<file path="config.mk">
export PLATFORM = sky130hd
export DESIGN_NAME = instr_fetch_unit_flat
export DESIGN_NICKNAME = d
export VERILOG_FILES = /design/src/rtl/instr_fetch_unit_if.sv /design/src/rtl/instr_fetch_unit.sv /design/src/flat_wrapper.sv
export SDC_FILE = /design/constraint.sdc
export NUM_CORES = 1
export LEC_CHECK = 0
export CAP_MARGIN = 20
export CORE_MARGIN = 3
export CORE_UTILIZATION = 25
export CTS_CLUSTER_SIZE = 40
export DETAILED_ROUTE_END_ITERATION = 16
export SYNTH_ARGS = -nofsm -noshare
export SYNTH_HDL_FRONTEND = slang
export SYNTH_SLANG_ARGS = --single-unit
</file>
<file path="constraint.sdc">
create_clock -name clk -period 17.7 [get_ports clk]
set_input_delay 1.77 -clock clk [delete_from_list [all_inputs] [get_ports clk]]
set_output_delay 1.77 -clock clk [all_outputs]
set_load 0.02 [all_outputs]
</file>
<file path="src/rtl/instr_fetch_unit_if.sv">
// Instruction-fetch bus bundle: memory request/response channel, redirect input
// from execute, and the {instr, instr_pc} valid/ready channel to decode.
// Modports:
//   master - the fetch unit (drives memory requests and the decode channel)
//   slave  - the environment (memory, execute, decode)
interface instr_fetch_unit_if;
    logic        imem_req_valid;
    logic        imem_req_ready;
    logic [31:0] imem_req_addr;
    logic        imem_rsp_valid;
    logic [31:0] imem_rsp_data;
    logic        redirect_valid;
    logic [31:0] redirect_pc;
    logic        instr_valid;
    logic        instr_ready;
    logic [31:0] instr;
    logic [31:0] instr_pc;

    modport master (
        output imem_req_valid, imem_req_addr, instr_valid, instr, instr_pc,
        input  imem_req_ready, imem_rsp_valid, imem_rsp_data,
               redirect_valid, redirect_pc, instr_ready
    );

    modport slave (
        input  imem_req_valid, imem_req_addr, instr_valid, instr, instr_pc,
        output imem_req_ready, imem_rsp_valid, imem_rsp_data,
               redirect_valid, redirect_pc, instr_ready
    );
endinterface

</file>
<file path="src/rtl/instr_fetch_unit.sv">
// Instruction-fetch stage. Holds the fetch PC, issues in-order word reads to
// instruction memory, tracks the PCs of in-flight reads, and buffers returned
// instructions with their PCs in a FIFO that feeds decode over valid/ready.
// A redirect from execute reloads the PC, empties the FIFO and marks every
// still-outstanding read to be discarded when its response arrives.
// Ports:
//   clk, rst      - clock and synchronous active-high reset
//   bus (master)  - imem_req_*, imem_rsp_*, redirect_*, instr_* (see interface)
//   perf_fetched  - FIFO push count        (only with FETCH_PERF_EN)
//   perf_stall    - cycles with no instr   (only with FETCH_PERF_EN)
// Optional feature macro: FETCH_PERF_EN adds the two performance counters.
module instr_fetch_unit #(
    parameter logic [31:0] RESET_PC   = 32'h0000_0000,
    parameter int          FIFO_DEPTH = 2
) (
    input  logic                clk,
    input  logic                rst,
`ifdef FETCH_PERF_EN
    output logic [31:0]         perf_fetched,
    output logic [31:0]         perf_stall,
`endif
    instr_fetch_unit_if.master  bus
);
    localparam int PW = (FIFO_DEPTH > 1) ? $clog2(FIFO_DEPTH) : 1;
    localparam int CW = PW + 1;

    logic [31:0]   fetch_pc_r;
    logic [31:0]   fifo_instr_r [FIFO_DEPTH];
    logic [31:0]   fifo_pc_r    [FIFO_DEPTH];
    logic [PW-1:0] fifo_rd_r;
    logic [PW-1:0] fifo_wr_r;
    logic [CW-1:0] fifo_cnt_r;
    logic [31:0]   pcq_r        [FIFO_DEPTH];
    logic [PW-1:0] pcq_rd_r;
    logic [PW-1:0] pcq_wr_r;
    logic [CW-1:0] outstanding_r;
    logic [CW-1:0] drop_cnt_r;

    logic [CW:0]   credit_sum_s;
    logic          req_valid_s;
    logic          accept_s;
    logic          rsp_s;
    logic          push_s;
    logic          pop_s;
    logic          fifo_ne_s;
    logic          unused_redirect_lsb_s;

    // Redirect target is word aligned; its low bits carry no information.
    assign unused_redirect_lsb_s = ^bus.redirect_pc[1:0];

    // Handshake qualifiers. Credits count buffered plus in-flight words, and a
    // pop in the same cycle is deliberately not credited so instr_ready never
    // reaches imem_req_valid combinationally.
    always_comb begin
        credit_sum_s = {1'b0, fifo_cnt_r} + {1'b0, outstanding_r};
        req_valid_s  = !rst && !bus.redirect_valid
                       && (credit_sum_s < (CW+1)'(FIFO_DEPTH));
        accept_s     = req_valid_s && bus.imem_req_ready;
        rsp_s        = bus.imem_rsp_valid && (outstanding_r != {CW{1'b0}});
        fifo_ne_s    = (fifo_cnt_r != {CW{1'b0}});
        push_s       = rsp_s && (drop_cnt_r == {CW{1'b0}}) && !bus.redirect_valid;
        pop_s        = fifo_ne_s && bus.instr_ready && !bus.redirect_valid;
    end

    // Fetch PC, in-flight PC queue, outstanding and drop accounting.
    always_ff @(posedge clk) begin
        if (rst) begin
            fetch_pc_r    <= RESET_PC;
            pcq_rd_r      <= {PW{1'b0}};
            pcq_wr_r      <= {PW{1'b0}};
            outstanding_r <= {CW{1'b0}};
            drop_cnt_r    <= {CW{1'b0}};
            for (int i = 0; i < FIFO_DEPTH; i++) begin
                pcq_r[i] <= 32'h0000_0000;
            end
        end else begin
            if (bus.redirect_valid) begin
                fetch_pc_r <= {bus.redirect_pc[31:2], 2'b00};
            end else if (accept_s) begin
                fetch_pc_r <= fetch_pc_r + 32'd4;
            end
            if (accept_s) begin
                pcq_r[pcq_wr_r] <= fetch_pc_r;
                pcq_wr_r        <= pcq_wr_r + PW'(1);
            end
            if (rsp_s) begin
                pcq_rd_r <= pcq_rd_r + PW'(1);
            end
            outstanding_r <= outstanding_r + CW'(accept_s) - CW'(rsp_s);
            // Everything still in flight after this cycle belongs to the old path.
            if (bus.redirect_valid) begin
                drop_cnt_r <= outstanding_r - CW'(rsp_s);
            end else if (rsp_s && (drop_cnt_r != {CW{1'b0}})) begin
                drop_cnt_r <= drop_cnt_r - CW'(1);
            end
        end
    end

    // Instruction FIFO; a redirect empties it and discards same-cycle push/pop.
    always_ff @(posedge clk) begin
        if (rst) begin
            fifo_rd_r  <= {PW{1'b0}};
            fifo_wr_r  <= {PW{1'b0}};
            fifo_cnt_r <= {CW{1'b0}};
            for (int i = 0; i < FIFO_DEPTH; i++) begin
                fifo_instr_r[i] <= 32'h0000_0000;
                fifo_pc_r[i]    <= 32'h0000_0000;
            end
        end else if (bus.redirect_valid) begin
            fifo_rd_r  <= {PW{1'b0}};
            fifo_wr_r  <= {PW{1'b0}};
            fifo_cnt_r <= {CW{1'b0}};
        end else begin
            if (push_s) begin
                fifo_instr_r[fifo_wr_r] <= bus.imem_rsp_data;
                fifo_pc_r[fifo_wr_r]    <= pcq_r[pcq_rd_r];
                fifo_wr_r               <= fifo_wr_r + PW'(1);
            end
            if (pop_s) begin
                fifo_rd_r <= fifo_rd_r + PW'(1);
            end
            fifo_cnt_r <= fifo_cnt_r + CW'(push_s) - CW'(pop_s);
        end
    end

    assign bus.imem_req_valid = req_valid_s;
    assign bus.imem_req_addr  = fetch_pc_r;
    assign bus.instr_valid    = fifo_ne_s;
    assign bus.instr          = fifo_ne_s ? fifo_instr_r[fifo_rd_r] : 32'h0000_0000;
    assign bus.instr_pc       = fifo_ne_s ? fifo_pc_r[fifo_rd_r]    : 32'h0000_0000;

`ifdef FETCH_PERF_EN
    logic [31:0] perf_fetched_r;
    logic [31:0] perf_stall_r;

    // Performance counters: words buffered and cycles with nothing for decode.
    always_ff @(posedge clk) begin
        if (rst) begin
            perf_fetched_r <= 32'h0000_0000;
            perf_stall_r   <= 32'h0000_0000;
        end else begin
            perf_fetched_r <= perf_fetched_r + 32'(push_s);
            perf_stall_r   <= perf_stall_r + 32'(!fifo_ne_s);
        end
    end

    assign perf_fetched = perf_fetched_r;
    assign perf_stall   = perf_stall_r;
`endif
endmodule
</file>
<file path="src/flat_wrapper.sv">
// flat-port wrapper written by rule: the top's interface ports become plain ports
module instr_fetch_unit_flat 
#(
    parameter logic [31:0] RESET_PC   = 32'h0000_0000,
    parameter int          FIFO_DEPTH = 2
)
  (clk, rst, bus_imem_req_valid, bus_imem_req_addr, bus_instr_valid, bus_instr, bus_instr_pc, bus_imem_req_ready, bus_imem_rsp_valid, bus_imem_rsp_data, bus_redirect_valid, bus_redirect_pc, bus_instr_ready);
  instr_fetch_unit_if bus_i ();
  input  logic clk;
  input  logic rst;
  output wire logic [$bits(bus_i.imem_req_valid)-1:0] bus_imem_req_valid;
  output wire logic [$bits(bus_i.imem_req_addr)-1:0] bus_imem_req_addr;
  output wire logic [$bits(bus_i.instr_valid)-1:0] bus_instr_valid;
  output wire logic [$bits(bus_i.instr)-1:0] bus_instr;
  output wire logic [$bits(bus_i.instr_pc)-1:0] bus_instr_pc;
  input wire logic [$bits(bus_i.imem_req_ready)-1:0] bus_imem_req_ready;
  input wire logic [$bits(bus_i.imem_rsp_valid)-1:0] bus_imem_rsp_valid;
  input wire logic [$bits(bus_i.imem_rsp_data)-1:0] bus_imem_rsp_data;
  input wire logic [$bits(bus_i.redirect_valid)-1:0] bus_redirect_valid;
  input wire logic [$bits(bus_i.redirect_pc)-1:0] bus_redirect_pc;
  input wire logic [$bits(bus_i.instr_ready)-1:0] bus_instr_ready;
  assign bus_imem_req_valid = bus_i.imem_req_valid;
  assign bus_imem_req_addr = bus_i.imem_req_addr;
  assign bus_instr_valid = bus_i.instr_valid;
  assign bus_instr = bus_i.instr;
  assign bus_instr_pc = bus_i.instr_pc;
  assign bus_i.imem_req_ready = bus_imem_req_ready;
  assign bus_i.imem_rsp_valid = bus_imem_rsp_valid;
  assign bus_i.imem_rsp_data = bus_imem_rsp_data;
  assign bus_i.redirect_valid = bus_redirect_valid;
  assign bus_i.redirect_pc = bus_redirect_pc;
  assign bus_i.instr_ready = bus_instr_ready;
  instr_fetch_unit #(.RESET_PC(RESET_PC), .FIFO_DEPTH(FIFO_DEPTH)) u_core (.clk(clk), .rst(rst), .bus(bus_i));
endmodule
</file>
==> results.yml <==
sta:
  min_period_ns: 5.48
  tns_ns: 0
  slew_violations: 0
  timing.final.hold_violations: 0
  finalWorstSetupSlack_ns: 12.22
  maxSlewHeadroom: 0.320
  min_period_over_period: 0.310
  fin_skew_ns: 0.0192
  rsz0062_at_grt: "false"
  worst-slew-pin-transition_ns: 1.02
  fmax_mhz: 182
  finalSetupViolCount: 0
critical_path:
  cp.required_ns: 15.93
  cp_data_arrival_time_ns: 3.71
  crit_type: "input port to output pin"
  critPathMaxFanout: 29
  cp-end-kind: "output pin"
  r2r_setup_slack_ns: 13.44
  critPathLaunchType: "input port"
route:
  via_count: 7189
  highest_layer: "met4"
  routed-wl-met3_um: 1530
  drtIter0Drc: 398
  wl_met2_um: 13300
  drc: 0
  ant_nets: 0
  vias_per_cell: 4.62
  drt-total-wl_um: 27200
  firstDrtPassIters: 4
  wl_per_cell_um: 17.5
  drt-met1-wl_um: 11700
yosys:
  ys_ff_latch: 226
  synth_ff_type: "edfxtp_1"
  synth_area_leaders: "edfxtp_1 54%, mux2i_1 8.9%, dfxtp_1 8.1%, nor2_1 5.6%, and2_1 5.6%"
  ys_warn_count: 0
  syn_area_per_cell_um2: 11.9
  yosysTopAreaCell: "edfxtp_1"
  syn_area_um2: 10300
  synth_edf_count: 184
  ys_types: 51
  async_flop_share: 0
  synthCells: 865
  synth_sequential_area_ratio: 0.617
  yosys.area.top_type_share: 0.536
outcome:
  status: "finished clean"
cts:
  cts_made_buffers: 27
  clockRootBuffer: "clkbuf_16"
  clkLatencyLatePin_ns: 0.55
  clk_pin_slew_worst_paths_ns: 0.06
  post_cts_buffers: 0
  cts_tree: "yes"
  clk_path_buf_depth: 3
  ctsHtreeMaxLevel: 1
  ctsHoldBuffers: 0
  cts_resized: 0
  cts_sinks: 226
die:
  die_h_um: 209
  core_um2: 40300
  top_level_ports: 168
  dieArea_um2: 43700
  start_util: 0.256
  row_count: 73
  die_w_um: 209
job:
  maxCapViolations: 0
grt:
  grt_pass1_vias: 7283
  antenna_found_initial: 0
  track_usage: 0.123
  grt_max_degree: 64
  grt-ovfl-total: 0
  grt_pass1_wl_um: 42400
placement:
  place.gp.congestion: 0.765
  placed_cell_area_um2: 12500
  place_ws_ns: 12.13
  dp_hpwl_um: 17600
  place.port_buffers: 161
cells_and_area:
  layout.nets: 1088
  nFillCells: 3992
  regArea_um2: 6370
  final_area_um2: 13400
  diodes: 0
  area_growth_pct: 30.0
  multi_input_area_um2: 3690
  drive_gt1_frac: 0.0736
power_and_ir_drop:
  power.density_nw_per_um2: 102
  p_leak_nw: 4.62
  vdd_ir_drop_max_uv: 68.0
hold_path:
  min_path_type: "flip-flop to flip-flop"
[layout by cell type, fill, tap and decap left out, drive strengths merged, types with 12 or more instances in the layout]
cell | synthesis | routed
buf | 17 | 15
clkbuf | 45 | 36
or4 | 12 | 12
and2 | 92 | 92
and3 | 38 | 38
nand4 | 13 | 13
nand2 | 26 | 26
dfxtp | 42 | 42
nor2 | 155 | 155
edfxtp | 184 | 184
mux2i | 92 | 92
clkdlybuf4s50 | 0 | 161
nand3 | 14 | 14
inv | 13 | 14
[power breakdown]
group          total (mW)  switching (mW)  internal (mW)
Sequential          0.645          0.0317          0.613
Clock               0.561           0.222          0.339
Combinational       0.159          0.0898         0.0688
[worst max-delay path: stages]
cell and delay [ns]:
clkdlybuf4s50_1 0.40, buf_4 0.24, or2_2 0.38, nor3_1 0.19, clkdlybuf4s50_1 0.69
[kinds of logic (layout without fill, tap and decap cells)]
kind of cell | after synthesis | in the layout | share of synthesized area
DFF | 226 | 226 | 0.617
and+or+nand+nor | 384 | 384 | 0.195
other | 1 | 4 | 0.000363
buffers and inverters | 77 | 241 | 0.0308
muxes | 93 | 93 | 0.0903
adders and majority gates | 7 | 7 | 0.00922
xor gates and xnor gates | 16 | 16 | 0.0136
AOI/OAI and AO/OA | 61 | 61 | 0.0437
[state kept, by name, summed over array words and instances (netlist names), 2 cells and up, named ones only]
| name | flops |
|---|---|
| u_core.bus.imem_req_addr | 30 |
| u_core.drop_cnt_r | 2 |
| u_core.fifo_cnt_r | 2 |
| u_core.fifo_instr_r | 64 |
| u_core.fifo_pc_r | 60 |
| u_core.outstanding_r | 2 |
| u_core.pcq_r | 60 |
[path summary, 6_finish.rpt]
path | startpoint | to | depth (start not counted)
worst min register to register | u_core.fifo_rd_r$_SDFFE_PP0P_ | u_core.fifo_rd_r$_SDFFE_PP0P_ | 2
worst max-delay path | bus_redirect_valid | bus_imem_req_valid | 5
worst min-delay path | u_core.fifo_rd_r$_SDFFE_PP0P_ | u_core.fifo_rd_r$_SDFFE_PP0P_ | 2
worst max register to register | u_core.fifo_cnt_r[0]$_SDFF_PP0_ | u_core.pcq_r[1][26]$_SDFFCE_PN0P_ | 9
[cell usage after synthesis (5+ instances only)]
master,count
nor2_1,155
buf_1,6
nor3_1,7
a211oi_1,8
xor2_1,11
o21ai_0,9
nand4_1,11
or3_1,6
inv_1,13
or4_1,12
and4_1,6
buf_4,6
clkbuf_1,45
nand2_1,25
edfxtp_1,184
a31oi_1,6
and3_1,38
xnor2_1,5
o31ai_1,6
mux2i_1,92
dfxtp_1,42
a311oi_1,11
ha_1,6
nand3_1,14
and2_1,92
buf_2,5
[cell type report]
| type | count | area share |
|---|---|---|
| repair buffers | 176 | 0.129 |
| inverters | 15 | 0.00420 |
| flip-flops and latches | 226 | 0.475 |
| multi-input cells | 565 | 0.275 |
| clock inverters | 14 | 0.0128 |
| clock buffers | 36 | 0.0551 |
| well taps | 525 | 0.0490 |
[metrics by stage]
| step | power [mW] | hold WS [ns] | utilization | cells |
|---|---|---|---|---|
| after floorplan | 0.746 | 0.472 | - | 868 |
| after global placement | 0.814 | 0.486 | 0.310 | 1506 |
| after detailed placement | 0.817 | 0.500 | 0.310 | 1506 |
| after CTS | 1.38 | 0.519 | 0.333 | 1556 |
| after global routing | 1.42 | 0.561 | 0.333 | 1557 |
| final | 1.36 | 0.509 | 0.333 | 1557 |
[per-layer routing]
metal | track usage | vias to the layer above
li1 | - | 3415
met1 | 0.158 | 3503
met2 | 0.210 | 228
met3 | 0.0269 | 43
met4 | 0.0303 | 0
met5 | 0 | -
Note: power is estimated with default switching activity, not from simulation.
